<file path="config.mk">
export PLATFORM = sky130hd
export DESIGN_NAME = varwidth_capture_ctrl
export DESIGN_NICKNAME = d
export VERILOG_FILES = /design/src/rtl/varwidth_capture_ctrl.sv
export SDC_FILE = /design/constraint.sdc
export NUM_CORES = 1
export LEC_CHECK = 0
export ABC_AREA = 1
export BUFFER_PORTS_ARGS = -buffer_cell sky130_fd_sc_hd__buf_2
export CAP_MARGIN = 20
export CORE_MARGIN = 5
export CORE_UTILIZATION = 35
export CTS_BUF_LIST = sky130_fd_sc_hd__clkbuf_2
export DETAILED_ROUTE_END_ITERATION = 7
export PLACE_DENSITY = 0.59
export SYNTH_ARGS = -nofsm -noshare
export SYNTH_HDL_FRONTEND = slang
export SYNTH_SLANG_ARGS = --single-unit
</file>
<file path="constraint.sdc">
create_clock -name clk -period 3.3 [get_ports clk]
set_clock_uncertainty 0.15 [all_clocks]
set_input_delay 0 -clock clk [delete_from_list [all_inputs] [get_ports clk]]
set_output_delay 0 -clock clk [all_outputs]
set_load 0.05 [all_outputs]
</file>
<file path="src/rtl/varwidth_capture_ctrl.sv">
// Packs samples into buffer words, flushes the write pipeline, then drains sub-words over valid/ready.
// Latency: arm->capture 1 cycle, last sample->out_valid 5 cycles; out_valid holds under backpressure.
module varwidth_capture_ctrl #(
  parameter int ADDR_WIDTH  = 10,
  parameter int WR_PER_ADDR = 3,
  parameter int RD_PER_ADDR = 4
) (
  input  logic                  clk,
  input  logic                  reset_n,
  input  logic                  arm,
  input  logic                  abort,
  input  logic [ADDR_WIDTH:0]   capture_len,
  input  logic                  sample_valid,
  output logic                  mem_wr_ce,
  output logic [4:0]            mem_wr_ws,
  output logic [ADDR_WIDTH-1:0] mem_wr_addr,
  output logic                  mem_rd_ce,
  output logic [4:0]            mem_rd_ws,
  output logic [ADDR_WIDTH-1:0] mem_rd_addr,
  output logic                  out_valid,
  input  logic                  out_ready,
  output logic                  out_last,
  output logic                  busy,
  output logic                  done,
  output logic [ADDR_WIDTH:0]   words_captured
);

  typedef enum logic [2:0] {
    S_IDLE    = 3'd0,
    S_CAPTURE = 3'd1,
    S_FLUSH   = 3'd2,
    S_FETCH   = 3'd3,
    S_SEND    = 3'd4
  } state_t;

  localparam logic [4:0]          WR_LAST = 5'(WR_PER_ADDR - 1);
  localparam logic [4:0]          RD_LAST = 5'(RD_PER_ADDR - 1);
  localparam logic [ADDR_WIDTH:0] DEPTH   = {1'b1, {ADDR_WIDTH{1'b0}}};
  localparam logic [ADDR_WIDTH:0] ONE_W   = (ADDR_WIDTH+1)'(1);

  state_t                state_q, state_d;
  logic [ADDR_WIDTH:0]   len_q, len_d;
  logic [ADDR_WIDTH:0]   wc_q, wc_d;
  logic [4:0]            wr_ws_q, wr_ws_d;
  logic [ADDR_WIDTH-1:0] wr_addr_q, wr_addr_d;
  logic [4:0]            rd_ws_q, rd_ws_d;
  logic [ADDR_WIDTH-1:0] rd_addr_q, rd_addr_d;
  logic [1:0]            flush_q, flush_d;
  logic                  done_q, done_d;

  logic [ADDR_WIDTH:0]   wc_inc;
  logic [ADDR_WIDTH:0]   rd_addr_inc;

  assign wc_inc      = wc_q + ONE_W;
  assign rd_addr_inc = {1'b0, rd_addr_q} + ONE_W;

  always_comb begin
    state_d   = state_q;
    len_d     = len_q;
    wc_d      = wc_q;
    wr_ws_d   = wr_ws_q;
    wr_addr_d = wr_addr_q;
    rd_ws_d   = rd_ws_q;
    rd_addr_d = rd_addr_q;
    flush_d   = flush_q;
    done_d    = 1'b0;

    if (abort) begin
      // words_captured survives an abort so the host can still see how far it got
      state_d   = S_IDLE;
      wr_ws_d   = '0;
      wr_addr_d = '0;
      rd_ws_d   = '0;
      rd_addr_d = '0;
      flush_d   = '0;
    end else begin
      case (state_q)
        S_IDLE: begin
          if (arm) begin
            len_d     = capture_len;
            wc_d      = '0;
            wr_ws_d   = '0;
            wr_addr_d = '0;
            rd_ws_d   = '0;
            rd_addr_d = '0;
            flush_d   = '0;
            state_d   = (capture_len == '0) ? S_FLUSH : S_CAPTURE;
          end
        end
        S_CAPTURE: begin
          if (sample_valid) begin
            if (wr_ws_q == WR_LAST) begin
              wr_ws_d   = '0;
              wr_addr_d = wr_addr_q + ADDR_WIDTH'(1);
              wc_d      = wc_inc;
              if ((wc_inc == len_q) || (wc_inc == DEPTH)) begin
                state_d = S_FLUSH;
                flush_d = '0;
              end
            end else begin
              wr_ws_d = wr_ws_q + 5'd1;
            end
          end
        end
        S_FLUSH: begin
          // three cycles cover the buffer's registered done/enable/clken stages
          if (flush_q == 2'd2) begin
            flush_d = '0;
            if (wc_q != '0) begin
              state_d = S_FETCH;
            end else begin
              state_d = S_IDLE;
              done_d  = 1'b1;
            end
          end else begin
            flush_d = flush_q + 2'd1;
          end
        end
        S_FETCH: begin
          state_d = S_SEND;
        end
        S_SEND: begin
          if (out_ready) begin
            if (rd_ws_q < RD_LAST) begin
              rd_ws_d = rd_ws_q + 5'd1;
            end else begin
              rd_ws_d = '0;
              if (rd_addr_inc < wc_q) begin
                rd_addr_d = rd_addr_q + ADDR_WIDTH'(1);
                state_d   = S_FETCH;
              end else begin
                state_d = S_IDLE;
                done_d  = 1'b1;
              end
            end
          end
        end
        default: begin
          state_d = S_IDLE;
        end
      endcase
    end
  end

  always_ff @(posedge clk or negedge reset_n) begin
    if (!reset_n) begin
      state_q   <= S_IDLE;
      len_q     <= '0;
      wc_q      <= '0;
      wr_ws_q   <= '0;
      wr_addr_q <= '0;
      rd_ws_q   <= '0;
      rd_addr_q <= '0;
      flush_q   <= '0;
      done_q    <= 1'b0;
    end else begin
      state_q   <= state_d;
      len_q     <= len_d;
      wc_q      <= wc_d;
      wr_ws_q   <= wr_ws_d;
      wr_addr_q <= wr_addr_d;
      rd_ws_q   <= rd_ws_d;
      rd_addr_q <= rd_addr_d;
      flush_q   <= flush_d;
      done_q    <= done_d;
    end
  end

  // read output register holds outside FETCH, so SEND can stall freely
  assign mem_wr_ce      = (state_q == S_CAPTURE) & sample_valid;
  assign mem_rd_ce      = (state_q == S_FETCH);
  assign out_valid      = (state_q == S_SEND);
  assign out_last       = out_valid & (rd_ws_q == RD_LAST) & ({1'b0, rd_addr_q} == (wc_q - ONE_W));
  assign busy           = (state_q != S_IDLE);
  assign done           = done_q;
  assign mem_wr_ws      = wr_ws_q;
  assign mem_wr_addr    = wr_addr_q;
  assign mem_rd_ws      = rd_ws_q;
  assign mem_rd_addr    = rd_addr_q;
  assign words_captured = wc_q;

endmodule

</file>
After elaboration in Yosys (flattened, before gate mapping)
Index checks and enable logic that the tools add are counted.
{"block": "word_totals", "regBits": 58, "input_bits": 17, "out_inout_bits": 47, "word_cells": 110}
{"block": "classes", "addsub": 8, "order_cmp": 2, "n_eq_ne": 21, "muxes": 49, "bitwise_logic": 4, "n_reduce_logical": 17}
{"op": "$mux W10", "n": 8}
{"op": "$pmux W10 S2", "n": 2}
{"op": "$mux W5", "n": 7}
{"op": "$mux W11", "n": 3}
{"op": "$mux W3", "n": 8}
{"op": "$pmux W11 S2", "n": 1}
{"op": "$add A10 B1 Y10 const B", "n": 2}
{"op": "$pmux W5 S2", "n": 2}
{"op": "$mux W2", "n": 9}
{"op": "$ne A3 B3 Y1 const B", "n": 6}
{"op": "$pmux W3 S5", "n": 1}
{"op": "$reduce_and A5 Y1", "n": 3}
{"op": "$add A10 B1 Y11 const B", "n": 1}
{"op": "$add A11 B1 Y11 const B", "n": 1}
{"op": "$eq A10 B11 Y1", "n": 1}
{"op": "$eq A11 B11 Y1", "n": 1}
{"op": "$eq A11 B11 Y1 const B", "n": 1}
{"op": "$logic_not A11 Y1", "n": 1}
{"op": "$lt A11 B11 Y1", "n": 1}
{"op": "$reduce_bool A11 Y1", "n": 1}
{"op": "$sub A11 B1 Y11 const B", "n": 1}
{"op": "$add A5 B1 Y5 const B", "n": 2}
{"op": "$eq A5 B2 Y1 const B", "n": 2}
{"op": "$reduce_and A3 Y1", "n": 3}
{"op": "other kinds (20)", "n": 33}

Longest topological paths before layout
{"block": "depth", "ltp_word": 8, "mapped_depth": 20, "ltp_nobuf": 19}

Worst setup path before layout
No wires, ideal clock.
{"block": "synth_timing", "path_type": "register to register", "start": "register rd_addr_q[2] (netlist: mem_rd_addr[2])", "end": "register rd_addr_q[5] (netlist: mem_rd_addr[5])", "setup_ns": 0.123, "arrival_ns": 2.813, "required_ns": 3.027, "slack_ns": 0.213, "stages_incl_launch_ff": 19, "path_buffers": 2, "synth_period_minus_slack_ns": 3.087, "path_cell_list": "dfrtp_1 -> clkbuf_2 -> nand4_1 -> or2_2 -> nor2_1 -> nand3_1 -> xor2_1 -> inv_1 -> ha_1 -> nand2_1 -> nor2_1 -> nand3_1 -> nand3_1 -> nand2_1 -> nand3_2 -> inv_2 -> buf_6 -> nand3_1 -> o21ai_1"}
{"block": "synth_via", "elab_chain_len": 6, "elab_cells_between_ends": 10, "classes_between": "2 x add/sub; 1 x order compare; 1 x eq/ne; 5 x mux; 1 x reduce/logical"}
{"element": "start, declared", "line_no": "47", "text": "logic [ADDR_WIDTH-1:0] rd_addr_q, rd_addr_d;"}
{"element": "start signal, assigned", "line_no": "163", "text": "rd_addr_q <= rd_addr_d;"}
{"element": "branches (longest 6 deep; another with $add A10 B1 Y11)"}
Several ways; the timed one is not identified. The select of a mux whose other input is x is not followed.
A chain may end at the register's enable or synchronous reset.

Final worst setup path
{"block": "layout_timing", "start": "register rd_addr_q[0] (netlist: mem_rd_addr[0])", "end": "register done_q (netlist: done)"}
{"block": "layout_via", "elab_chain_len": 7}
{"element": "$add A10 B1 Y11", "line_no": "55", "text": "assign rd_addr_inc = {1'b0, rd_addr_q} + ONE_W;"}
{"element": "$lt A11 B11 Y1", "line_no": "128", "text": "if (rd_addr_inc < wc_q) begin"}
{"element": "$mux W1", "line_no": "128"}
{"element": "$mux W1", "line_no": "124", "text": "if (rd_ws_q < RD_LAST) begin"}
{"element": "$mux W1", "line_no": "123", "text": "if (out_ready) begin"}
{"element": "$pmux W1 S2", "line_no": "77", "text": "case (state_q)"}
{"element": "$mux W1", "line_no": "68", "text": "if (abort) begin"}
{"element": "via done_d", "line_no": "49", "text": "logic done_q, done_d;"}
{"element": "end signal, assigned", "line_no": "165", "text": "done_q <= done_d;"}
{"element": "end, declared", "line_no": "49"}
The timed path passes the listed nets, and every way through them passes these cells.

==> out/qor.csv <==
metric,value,unit
first-pass GRT wire length,18.1,mm
core area,10900,sq um
status,finished clean,
Placer Congestion,0.899,
synth unique cells,38,
Die ar.,13400,sq um
"Hold Vio Cnt, Final",0,
H-tree depth,3,
"CTS clk-pin slew, worst paths",0.17,ns
GRT overflow,0,
post-synth top area cell,dfrtp_1,
actual slew at the worst max-slew pin,0.961,ns
Worst path slowest cell,dlygate4sd3_1,
1st-pass router iterations,5,
I/O pins,64,
GRT Overall Usage,0.170,
most frequent cells in the layout,"139 x nand2_1, 71 x inv_1, 62 x buf_2",
final slew viol count,0,
most frequent CP cell,nand3_1,
initial antenna violation count,0,
Hold Path Class,input port to register,
Tcrit/Tclk final,0.944,
final wirelength,10.8,mm
Area Overhead vs Synth,25.4,%
Met1 Wirelength,4.74,mm
crit path cell chain,nand4_1 > or2_2 > nor2_2 > nand3_1 > xor2_1 > inv_1 > ha_1 > nand2_1 > nor2_1 > nand3_1 > nand3_1 > nand4_1 > a21oi_2 > dlygate4sd3_1,
largest net degree at the start of global routing,39,
Placed Area,4370,sq um
Slew HR,0.357,
critical path's top delay family,simple AND/OR/NAND/NOR gates,
CP max stage delay,0.56,ns
dpl hpwl,8.27,mm
port bufs,63,
WP buf/inv,2,
Die H,116,microns
Routed met2 length,5.35,mm
Die X,116,microns
share of cells above drive strength 1,0.187,
CTS sink cnt,58,
DR vias/cell,4.94,
largest cells by area after synthesis,"dfrtp_1 37%, nand2_1 13%, inv_1 6.8%",
Post-route DRC,0,
DR WL/cell,13.6,microns
syn avg cell area,7.21,sq um
Required @ worst endpoint,3.60,ns
Mapped Nets,576,
number of global-route vias before repair,3853,
Initial Utilization,0.358,
"flops & latches, synth",58,
TritonCTS clock tree,done,
post-route ant nets,0,
minimum clock period,3.11,ns
WS Path Type,register to register,
DR vias,3922,
Fmax,0.321,GHz
startpoint types,register,
crit path DAT,3.41,ns
max_cap viols,0,
Row Count,38,
cts bufs inserted,9,
crit-path max FO,6,
top-area cell type share of the netlist area,0.372,
"most common cell after layout, fill and taps aside",nand2_1,
cell area after synthesis,3900,sq um
metal3 WL,538,microns
setup TNS,0,ns
Final setup viols,0,
# diodes,0,
Power Dens Cells,501,nW/um^2
design area,4890,sq um
nets,685,
Bufs on Longest Clock Path,2,
Root Driver,clkbuf_2,
Worst IR Drop VDD,266,uV
1st-iter DRT viols,162,
Ys Warns,0,
insertion delay to the later sink of the worst-skew pair,0.52,ns
Worst setup EP type,register,
sequential cell area fraction in the yosys report,0.372,
leakage,2.49,nW
Syn Inst Count,541,
DR top layer,met4,
==> power breakdown <==
group | internal, W | total, W | switching [W]
logic | 0.000379 | 0.00111 | 0.000728
registers | 0.000816 | 0.000901 | 0.0000843
clock network | 0.000173 | 0.000443 | 0.000271
total | 0.00137 | 0.00245 | 0.00108
==> per-stage QoR <==
stage               power, W  setup slack [ns]  hold slack, ns  utilization  instances
floorplan            0.00167             0.213          -0.446            -        541
global placement     0.00188             0.435          -0.145        0.401        739
detailed placement   0.00189             0.311          -0.147        0.401        739
CTS                  0.00245            0.0198           0.106        0.444        791
global route         0.00265          -0.00263           0.119        0.449        794
finish               0.00245             0.186           0.148        0.449        794
==> worst register-to-register path: stages (launching register included) <==
cell and delay (ns):
dfrtp_2 0.45, nand4_1 0.13, or2_2 0.33, nor2_2 0.14, nand3_1 0.10, xor2_1 0.18, inv_1 0.07, ha_1 0.27
nand2_1 0.06, nor2_1 0.15, nand3_1 0.13, nand3_1 0.14, nand4_1 0.10, a21oi_2 0.13, dlygate4sd3_1 0.56
==> repair_timing <==
| action | 4_1_cts | 5_1_grt |
|---|---|---|
| setup buffers | 0 | 3 |
| endpoints found under the hold margin | 100 | 0 |
| setup endpoints to repair | 0 | 9 |
| hold buffers | 37 | 0 |
| gates resized for setup | 0 | 11 |
==> per-layer routing <==
layer  track usage  vias to the layer above
met3        0.0407                       18
met1         0.211                     1830
met4        0.0540                        0
met5             0                        -
li1              -                     1992
met2         0.291                       82
==> cells by family (layout without fill, tap and decap cells) <==
family | Yosys count | count (layout) | share of synthesized area
AOI/OAI and AO/OA | 74 | 74 | 0.107
DFF | 58 | 58 | 0.372
buffers and inverters | 89 | 202 | 0.0902
adders and majority gates | 18 | 18 | 0.0577
xor gates and xnor gates | 19 | 19 | 0.0427
and+or+nand+nor | 283 | 283 | 0.330
==> cell type report <==
| type | instances | area (sq um) |
|---|---|---|
| fillers | 1117 | 6000 |
| multi-input cells | 394 | 2120 |
| flip-flops and latches | 58 | 1460 |
| repair buffers | 106 | 733 |
| inverters | 81 | 307 |
| well taps | 140 | 175 |
| clock buffers | 11 | 55.1 |
| clock inverters | 4 | 43.8 |
==> synth_stat cells, drive strengths merged <==
master and n:
dfrtp 58, xor2 14, o22ai 15, nor4 2, buf 6, o21ai 32
nor3b 2, a21boi 1, ha 18, nor3 13, nand3b 5, nand3 49
o21a 1, and2 1, a22oi 3, a21oi 20, nand4 10, o2111ai 1
o31ai 1, xnor2 5, nand2 144, clkbuf 2, nor2 55, or2 2
inv 81
==> path summary, 6_finish.rpt <==
path / start / endpoint / slack [ns] / cells after the start
setup / recovery: mem_rd_addr[0] / done / 0.19 / 14
hold / removal: capture_len[10] / len_q[10] / 0.15 / 4
setup reg to reg: mem_rd_addr[0] / done / 0.19 / 14
hold reg to reg: mem_rd_ws[3] / mem_rd_ws[3] / 0.38 / 2
max in group asynchronous: reset_n / mem_rd_addr[1] / 1.20 / 4
min in group asynchronous: reset_n / len_q[7] / 0.49 / 4
==> flip-flops by register name (all words and copies together), names as in the netlist <==
name            flops
state_q             3
mem_rd_ws           5
mem_wr_ws           5
mem_wr_addr        10
mem_rd_addr        10
words_captured     11
flush_q             2
len_q              11
done                1
Power figures use the tool's default switching activity.
